--- config.mk ---
export PLATFORM = sky130hd
export DESIGN_NAME = dmem_access_unit
export DESIGN_NICKNAME = d
export VERILOG_FILES = /design/src/rtl/dmem_access_unit.sv
export SDC_FILE = /design/constraint.sdc
export NUM_CORES = 1
export LEC_CHECK = 0
export CAP_MARGIN = 20
export CORE_ASPECT_RATIO = 1.4
export CORE_UTILIZATION = 29
export DETAILED_ROUTE_END_ITERATION = 8
export RECOVER_POWER = 25
export SLEW_MARGIN = 5
export SYNTH_ARGS = -nofsm -noshare
export SYNTH_HDL_FRONTEND = slang
export SYNTH_SLANG_ARGS = --single-unit
--- constraint.sdc ---
create_clock -name clk -period 2.6 [get_ports clk]
set_input_delay 0.52 -clock clk [delete_from_list [all_inputs] [get_ports clk]]
set_output_delay 0.52 -clock clk [all_outputs]
set_load 0.1 [all_outputs]
--- src/rtl/dmem_access_unit.sv ---
// RV32I data-memory access unit: load/store to req/gnt/rvalid transaction, lane steering, load extension.
// Stall spans IDLE+REQ+WAIT; mem_gnt/mem_rvalid backpressure stretches it, bounded by TIMEOUT_CYCLES.
module dmem_access_unit #(
  parameter int unsigned TIMEOUT_CYCLES = 255
) (
  input  logic        clk,
  input  logic        reset,
  input  logic        MemRead,
  input  logic        MemWrite,
  input  logic [2:0]  Funct3,
  input  logic [31:0] Addr,
  input  logic [31:0] WrData,
  output logic [31:0] RdData,
  output logic        Stall,
  output logic        Misalign,
  output logic        BusErr,
  output logic        mem_req,
  output logic        mem_we,
  output logic [31:0] mem_addr,
  output logic [3:0]  mem_be,
  output logic [31:0] mem_wdata,
  input  logic        mem_gnt,
  input  logic        mem_rvalid,
  input  logic [31:0] mem_rdata
);

  typedef enum logic [1:0] {IDLE, REQ, WAIT, DONE} state_t;

  localparam logic [7:0] TO_LAST = 8'(TIMEOUT_CYCLES - 1);

  state_t      state_q, state_d;
  logic [7:0]  cnt_q, cnt_d;
  logic        we_q, we_d;
  logic [31:0] addr_q, addr_d;
  logic [3:0]  be_q, be_d;
  logic [31:0] wdata_q, wdata_d;
  logic [2:0]  f3_q, f3_d;
  logic [1:0]  off_q, off_d;
  logic [31:0] rword_q, rword_d;
  logic        berr_q, berr_d;

  logic        access;
  logic        illegal;
  logic [3:0]  be_new;
  logic [31:0] wdata_new;
  logic [7:0]  lane_b;
  logic [15:0] lane_h;
  logic [31:0] load_val;

  // Access legality and store lane steering, evaluated on the live strobes in IDLE.
  always_comb begin
    access = MemRead | MemWrite;
    case (Funct3)
      3'b000:  illegal = 1'b0;
      3'b001:  illegal = Addr[0];
      3'b010:  illegal = |Addr[1:0];
      3'b100:  illegal = MemWrite;
      3'b101:  illegal = MemWrite | Addr[0];
      default: illegal = 1'b1;
    endcase
    case (Funct3[1:0])
      2'b00: begin
        be_new    = 4'b0001 << Addr[1:0];
        wdata_new = {4{WrData[7:0]}};
      end
      2'b01: begin
        be_new    = Addr[1] ? 4'b1100 : 4'b0011;
        wdata_new = {2{WrData[15:0]}};
      end
      default: begin
        be_new    = 4'b1111;
        wdata_new = WrData;
      end
    endcase
  end

  always_comb begin
    state_d = state_q;
    cnt_d   = cnt_q;
    we_d    = we_q;
    addr_d  = addr_q;
    be_d    = be_q;
    wdata_d = wdata_q;
    f3_d    = f3_q;
    off_d   = off_q;
    rword_d = rword_q;
    berr_d  = berr_q;
    case (state_q)
      IDLE: begin
        if (access && !illegal) begin
          state_d = REQ;
          cnt_d   = 8'd0;
          we_d    = MemWrite;
          addr_d  = {Addr[31:2], 2'b00};
          be_d    = be_new;
          wdata_d = wdata_new;
          f3_d    = Funct3;
          off_d   = Addr[1:0];
          rword_d = 32'd0;
          berr_d  = 1'b0;
        end
      end
      REQ: begin
        cnt_d = cnt_q + 8'd1;
        if (mem_gnt && we_q) begin
          state_d = DONE;
        end else if (cnt_q == TO_LAST) begin
          // A read grant on the last budget cycle still counts as incomplete.
          state_d = DONE;
          berr_d  = 1'b1;
        end else if (mem_gnt) begin
          state_d = WAIT;
        end
      end
      WAIT: begin
        cnt_d = cnt_q + 8'd1;
        if (mem_rvalid) begin
          rword_d = mem_rdata;
          state_d = DONE;
        end else if (cnt_q == TO_LAST) begin
          state_d = DONE;
          berr_d  = 1'b1;
        end
      end
      default: state_d = IDLE;
    endcase
  end

  always_ff @(posedge clk or negedge reset) begin
    if (!reset) begin
      state_q <= IDLE;
      cnt_q   <= 8'd0;
      we_q    <= 1'b0;
      addr_q  <= 32'd0;
      be_q    <= 4'd0;
      wdata_q <= 32'd0;
      f3_q    <= 3'd0;
      off_q   <= 2'd0;
      rword_q <= 32'd0;
      berr_q  <= 1'b0;
    end else begin
      state_q <= state_d;
      cnt_q   <= cnt_d;
      we_q    <= we_d;
      addr_q  <= addr_d;
      be_q    <= be_d;
      wdata_q <= wdata_d;
      f3_q    <= f3_d;
      off_q   <= off_d;
      rword_q <= rword_d;
      berr_q  <= berr_d;
    end
  end

  always_comb begin
    lane_b = rword_q[{off_q, 3'b000} +: 8];
    lane_h = off_q[1] ? rword_q[31:16] : rword_q[15:0];
    case (f3_q)
      3'b000:  load_val = {{24{lane_b[7]}}, lane_b};
      3'b001:  load_val = {{16{lane_h[15]}}, lane_h};
      3'b100:  load_val = {24'd0, lane_b};
      3'b101:  load_val = {16'd0, lane_h};
      default: load_val = rword_q;
    endcase
  end

  // Stall and Misalign are gated by reset so both read 0 while it is held.
  assign Stall     = reset & (((state_q == IDLE) & access & ~illegal) | (state_q == REQ) | (state_q == WAIT));
  assign Misalign  = reset & (state_q == IDLE) & access & illegal;
  assign BusErr    = (state_q == DONE) & berr_q;
  assign RdData    = ((state_q == DONE) && !berr_q) ? load_val : 32'd0;
  assign mem_req   = (state_q == REQ);
  assign mem_we    = we_q;
  assign mem_addr  = addr_q;
  assign mem_be    = be_q;
  assign mem_wdata = wdata_q;

endmodule

## Yosys cells after proc, flatten, opt, wreduce, memory -nomap -nowiden

Index checks and enable logic that the tools add are counted.

- Add/sub/neg operators: 1
- Eq/ne operators: 18
- Shift-type cells: 2
- Multiplexer cells: 24
- Bitwise operators: 12
- Reduce and logical (&&, ||, !) cells: 19

Operators with widths:

| operator | number |
|---|---|
| $pmux 32 s2 | 2 |
| $pmux 32 s4 | 1 |
| $mux 32 | 3 |
| $shiftx 32x6->8 | 1 |
| $mux 16 | 1 |
| $pmux 8 s2 | 1 |
| $eq 3x3->1 const B | 4 |
| $mux 2 | 6 |
| $add 8x1->8 const B | 1 |
| $eq 8x8->1 const B | 1 |
| $mux 8 | 1 |
| $ne 2x2->1 const B | 4 |
| $pmux 4 s2 | 1 |
| $and 1x1->1 | 7 |
| $eq 3x1->1 const B | 2 |
| $logic_not 3->1 | 2 |
| $pmux 2 s3 | 1 |
| $reduce_and 3->1 | 2 |
| $pmux 1 s5 | 1 |
| $eq 2x1->1 const B | 2 |
| $eq 2x2->1 const B | 2 |
| $logic_not 2->1 | 2 |
| $mux 1 | 4 |
| $mux 4 | 1 |
| 14 further kinds | 23 |

- Bits in registers: 115
- Input port bits: 105
- Output and inout port bits: 105
- Word-level logic and storage cells: 86

## Longest topological paths before layout

- Depth in word-level cells: 7
- Mapped depth: 8

## Least setup slack after synthesis

Ideal clock, no wire load.

- Kind: register to output
- From: register state_q[1]
- To: output RdData[13]
- Arrival: 2.705 ns
- Data required time: 2.080 ns
- Setup slack: -0.625 ns
- Cell stages (with the launch flop): 6
- Path through: dfrtp_1 > ha_1 > nor2b_1 > clkbuf_1 > o21ai_0 > a21oi_1

- Word-level cells in the longest chain between the ends: 3

Ends and longest elaborated chain:

| what | RTL line | text |
|---|---|---|
| start, declared | 31 | `state_t state_q, state_d;` |
| start signal, assigned | 142 | `state_q <= state_d;` |
| $eq 2x2->1 | 171 | `assign RdData = ((state_q == DONE) && !berr_q) ? load_val : 32'd0;` |
| $logic_and 1x1->1 | 171 |  |
| $mux 32 | 171 |  |
| end, declared | 13 | `output logic [31:0] RdData,` |

Every way passes these cells.

## Worst setup path after layout

- From: register off_q[1]
- To: output RdData[16]

- Word-level cells in the longest chain between the ends: 3
- Elaborated cells between the ends (all ways): 4

Ends and longest elaborated chain:

| what | RTL line | text |
|---|---|---|
| start, declared | 38 | `logic [1:0] off_q, off_d;` |
| start signal, assigned | 138 | `off_q <= 2'd0;` |
| start signal, assigned | 149 | `off_q <= off_d;` |
| $shiftx 32x6->8 / $mux 16 (equally long branches) | 156, 157 |  |
| $pmux 32 s4 (*) | 158 | `case (f3_q)` |
| $mux 32 (*) | 171 |  |

Mark *: on every way between the ends. The rest lies on a longest branch, timed or not.

==> flow_summary.ini <==
[synthesis]
synthAdderAreaFrac_pct = 1.339
ys.flop_type = dfrtp_1
async_reset_ff_share_pct = 100.0
syn_avg_cell_area_um2 = 11.21
yosys.area_share.xor_xnor_pct = 0
ys_types = 50
synth_seq_cells = 115
yosys.area.top_type = dfrtp_1
synthSimpleGateAreaFrac_pct = 8.728
synth-compound-area-share_pct = 19.15
yosysSeqAreaShare_pct = 51.34
yosysMostFrequentCell = dfrtp_1
ys_warn_count = 0
synth_top_family_by_area = compound AO/OA/AOI/OAI gates
synth_area_leaders = dfrtp_1, mux2_2, a22o_1
netlist_area_um2 = 5605
synthTopCellsByCount = dfrtp_1, mux2_2, nand2_1
synth_top_area_share_pct = 51.34
syn_inst = 500
synthMuxAreaShare_pct = 14.91
synth_edf_count = 0

[routing]
via_count = 4895
ant_nets = 0
drt_iter0_drc = 298
routedWlPerCell_um = 17.96
via_per_inst = 4.970
firstDrtPassIters = 4
totalWireLength_um = 17690
drc_errors = 0

[worst_setup_path]
end_kind = output pin
cp_max_fo = 16
worstSetupPathType = flip-flop to output pin
crit_buf_inv = 2
critical-path-slowest-cell = dfrtp_2
crit_top_cell = buf_12
slowest_delay_ns = 0.43
critical_path_arrival_ns = 2.16
start_kind = flip-flop
cpLargestDelayFamily = compound AO/OA/AOI/OAI gates
critical_path.cell_chain = mux4_2 > nand2b_4 > a2111oi_4 > buf_12 > a21o_2 > buf_12
crit_required_ns = 2.08

[global_route]
grt_max_degree = 71
grt_first_pass_wirelength_um = 27570
grt.total_usage_pct = 17.99
antenna_found_initial = 0
grt_pass1_vias = 5120
overflow = 0

[die]
num_rows = 59
dieHeight_um = 166.5
initial_utilization_pct = 29.89
die_area_um2 = 19900
io_pins = 210
core_area_um2 = 18750
die_w_um = 119.5

[timing]
finalHoldViolations = 0
fin_crit_ns = 2.679
maxSlewViolCount = 0
fmax_mhz = 373.2
tightest_slew_ns = 1.248
postLayoutSetupSlackWorst_ns = -0.07942
rsz0062_at_grt = yes
holdWs_ns = 0.4770
final.period_utilization_pct = 103.1
slew_headroom_pct = 17.18
setup_viol = 24
skew_ns = 0.005701

[placement]
portBuffers = 207
dp_hpwl_um = 13400
globalplace.congestion = 0.8754
dpl_cell_area_um2 = 8348

[final_layout]
fillCellCount = 1717
multiInputGateArea_um2 = 2644
final_area_um2 = 9016
layout.nets = 838
syn2layout_area_growth_pct = 60.85
regArea_um2 = 2880
drive_gt1_share_pct = 32.30

[clock_network]
cts_tree = done
worst_skew_pair.late_latency_ns = 0.41
cts_made_buffers = 17
cts_buffer_depth = 2
h-tree-depth = 4
cts-root-buf = clkbuf_16
clock_sinks = 115
clk_pin_slew_worst_paths_ns = 0.05

[run]
max_cap_viol_count = 0

[worst_hold_path]
hp-class = flip-flop to flip-flop

[run_status]
outcome = finished, violations left
violations = setup timing
==> path summary, 6_finish.rpt <==
check                           slack [ns]                   endpoint                 startpoint  cells past startpoint
worst min-delay path                  0.48  mem_wdata[29]$_DFFE_PN0P_  mem_wdata[29]$_DFFE_PN0P_                      2
min in group asynchronous             0.64     state_q[0]$_DFFE_PN0P_                      reset                      2
worst max register to register        0.44     state_q[1]$_DFFE_PN0P_     state_q[0]$_DFFE_PN0P_                      7
worst max-delay path                 -0.08                 RdData[16]       off_q[1]$_DFFE_PN0P_                      6
max in group asynchronous             0.62    mem_addr[9]$_DFFE_PN0P_                      reset                      3
worst min register to register        0.48  mem_wdata[29]$_DFFE_PN0P_  mem_wdata[29]$_DFFE_PN0P_                      2
==> worst register-to-register path, cell delays in order, from the launching register on <==
cell and delay (ns):
dfrtp_1 0.40, inv_1 0.11, ha_1 0.29, or3b_2 0.50, o21ai_2 0.10, buf_4 0.18
a21o_1 0.13, mux2_2 0.34
==> placed cells by master (no fill, tap or decap), types with 3 or more instances in the layout <==
master	count
buf_12	39
nor3_1	3
clkdlybuf4s50_1	100
bufinv_16	6
inv_1	16
a31oi_1	5
clkbuf_16	17
dfrtp_1	113
buf_4	66
mux2i_1	25
nand3_1	11
a21oi_1	13
o221a_2	7
a22o_1	32
nand2_1	45
clkbuf_1	32
and3_1	4
clkinvlp_4	3
nor2_1	21
a21oi_4	8
ha_1	6
mux2_2	50
o21ai_0	41
a21o_2	16
==> registers in the layout (all words and copies together) (netlist names), 2 cells and up <==
name	flops
mem_wdata	32
off_q	2
mem_addr	30
state_q	2
cnt_q	8
mem_be	4
rword_q	32
f3_q	3
==> metrics by stage <==
stage | util [%] | worst slack [ns] | std cells | setup TNS (ns)
floorplan | - | -0.1506 | 501 | -0.7528
global placement | 44.52 | -0.03293 | 949 | -0.9605
detailed placement | 44.52 | -0.07779 | 949 | -1.914
CTS | 48.52 | -0.1093 | 984 | -1.956
global route | 48.07 | -0.1516 | 984 | -2.778
finish | 48.08 | -0.07942 | 985 | -1.158
==> cell type report <==
type | instances | area share [%]
Sequential cell | 115 | 31.95
Multi-Input combinational cell | 336 | 29.32
Timing Repair Buffer | 241 | 27.09
Clock buffer | 20 | 5.065
Tap cell | 244 | 3.386
Clock inverter | 12 | 2.498
Inverter | 16 | 0.6661
Antenna cell | 1 | 0.02775
==> per-layer routing <==
layer | GRT usage [%] | vias up | wire (um)
li1 | - | 2266 | -
met5 | 0 | - | 0
met3 | 5.548 | 22 | 1261
met2 | 31.34 | 215 | 9055
met1 | 20.21 | 2392 | 6969
met4 | 7.283 | 0 | 406
==> repair_timing <==
item / in CTS / in global routing
setup endpoints to repair: 31 / 32
hold endpoints to repair: 5 / 0
cloned: 0 / 0
pin swaps: 2 / 0
resized for setup: 8 / 9
hold buffers: 1 / 0
buffers inserted: 2 / 0
==> cells by family after synthesis <==
family | count (synthesis)
AOI/OAI and AO/OA | 147
adders and majority gates | 6
muxes | 76
buffers and inverters | 50
DFF | 115
other | 1
and+or+nand+nor | 105
Power is left out: the tool's default activity adds up to more than one toggle a clock period on the data nets, which glitch-free logic cannot reach.
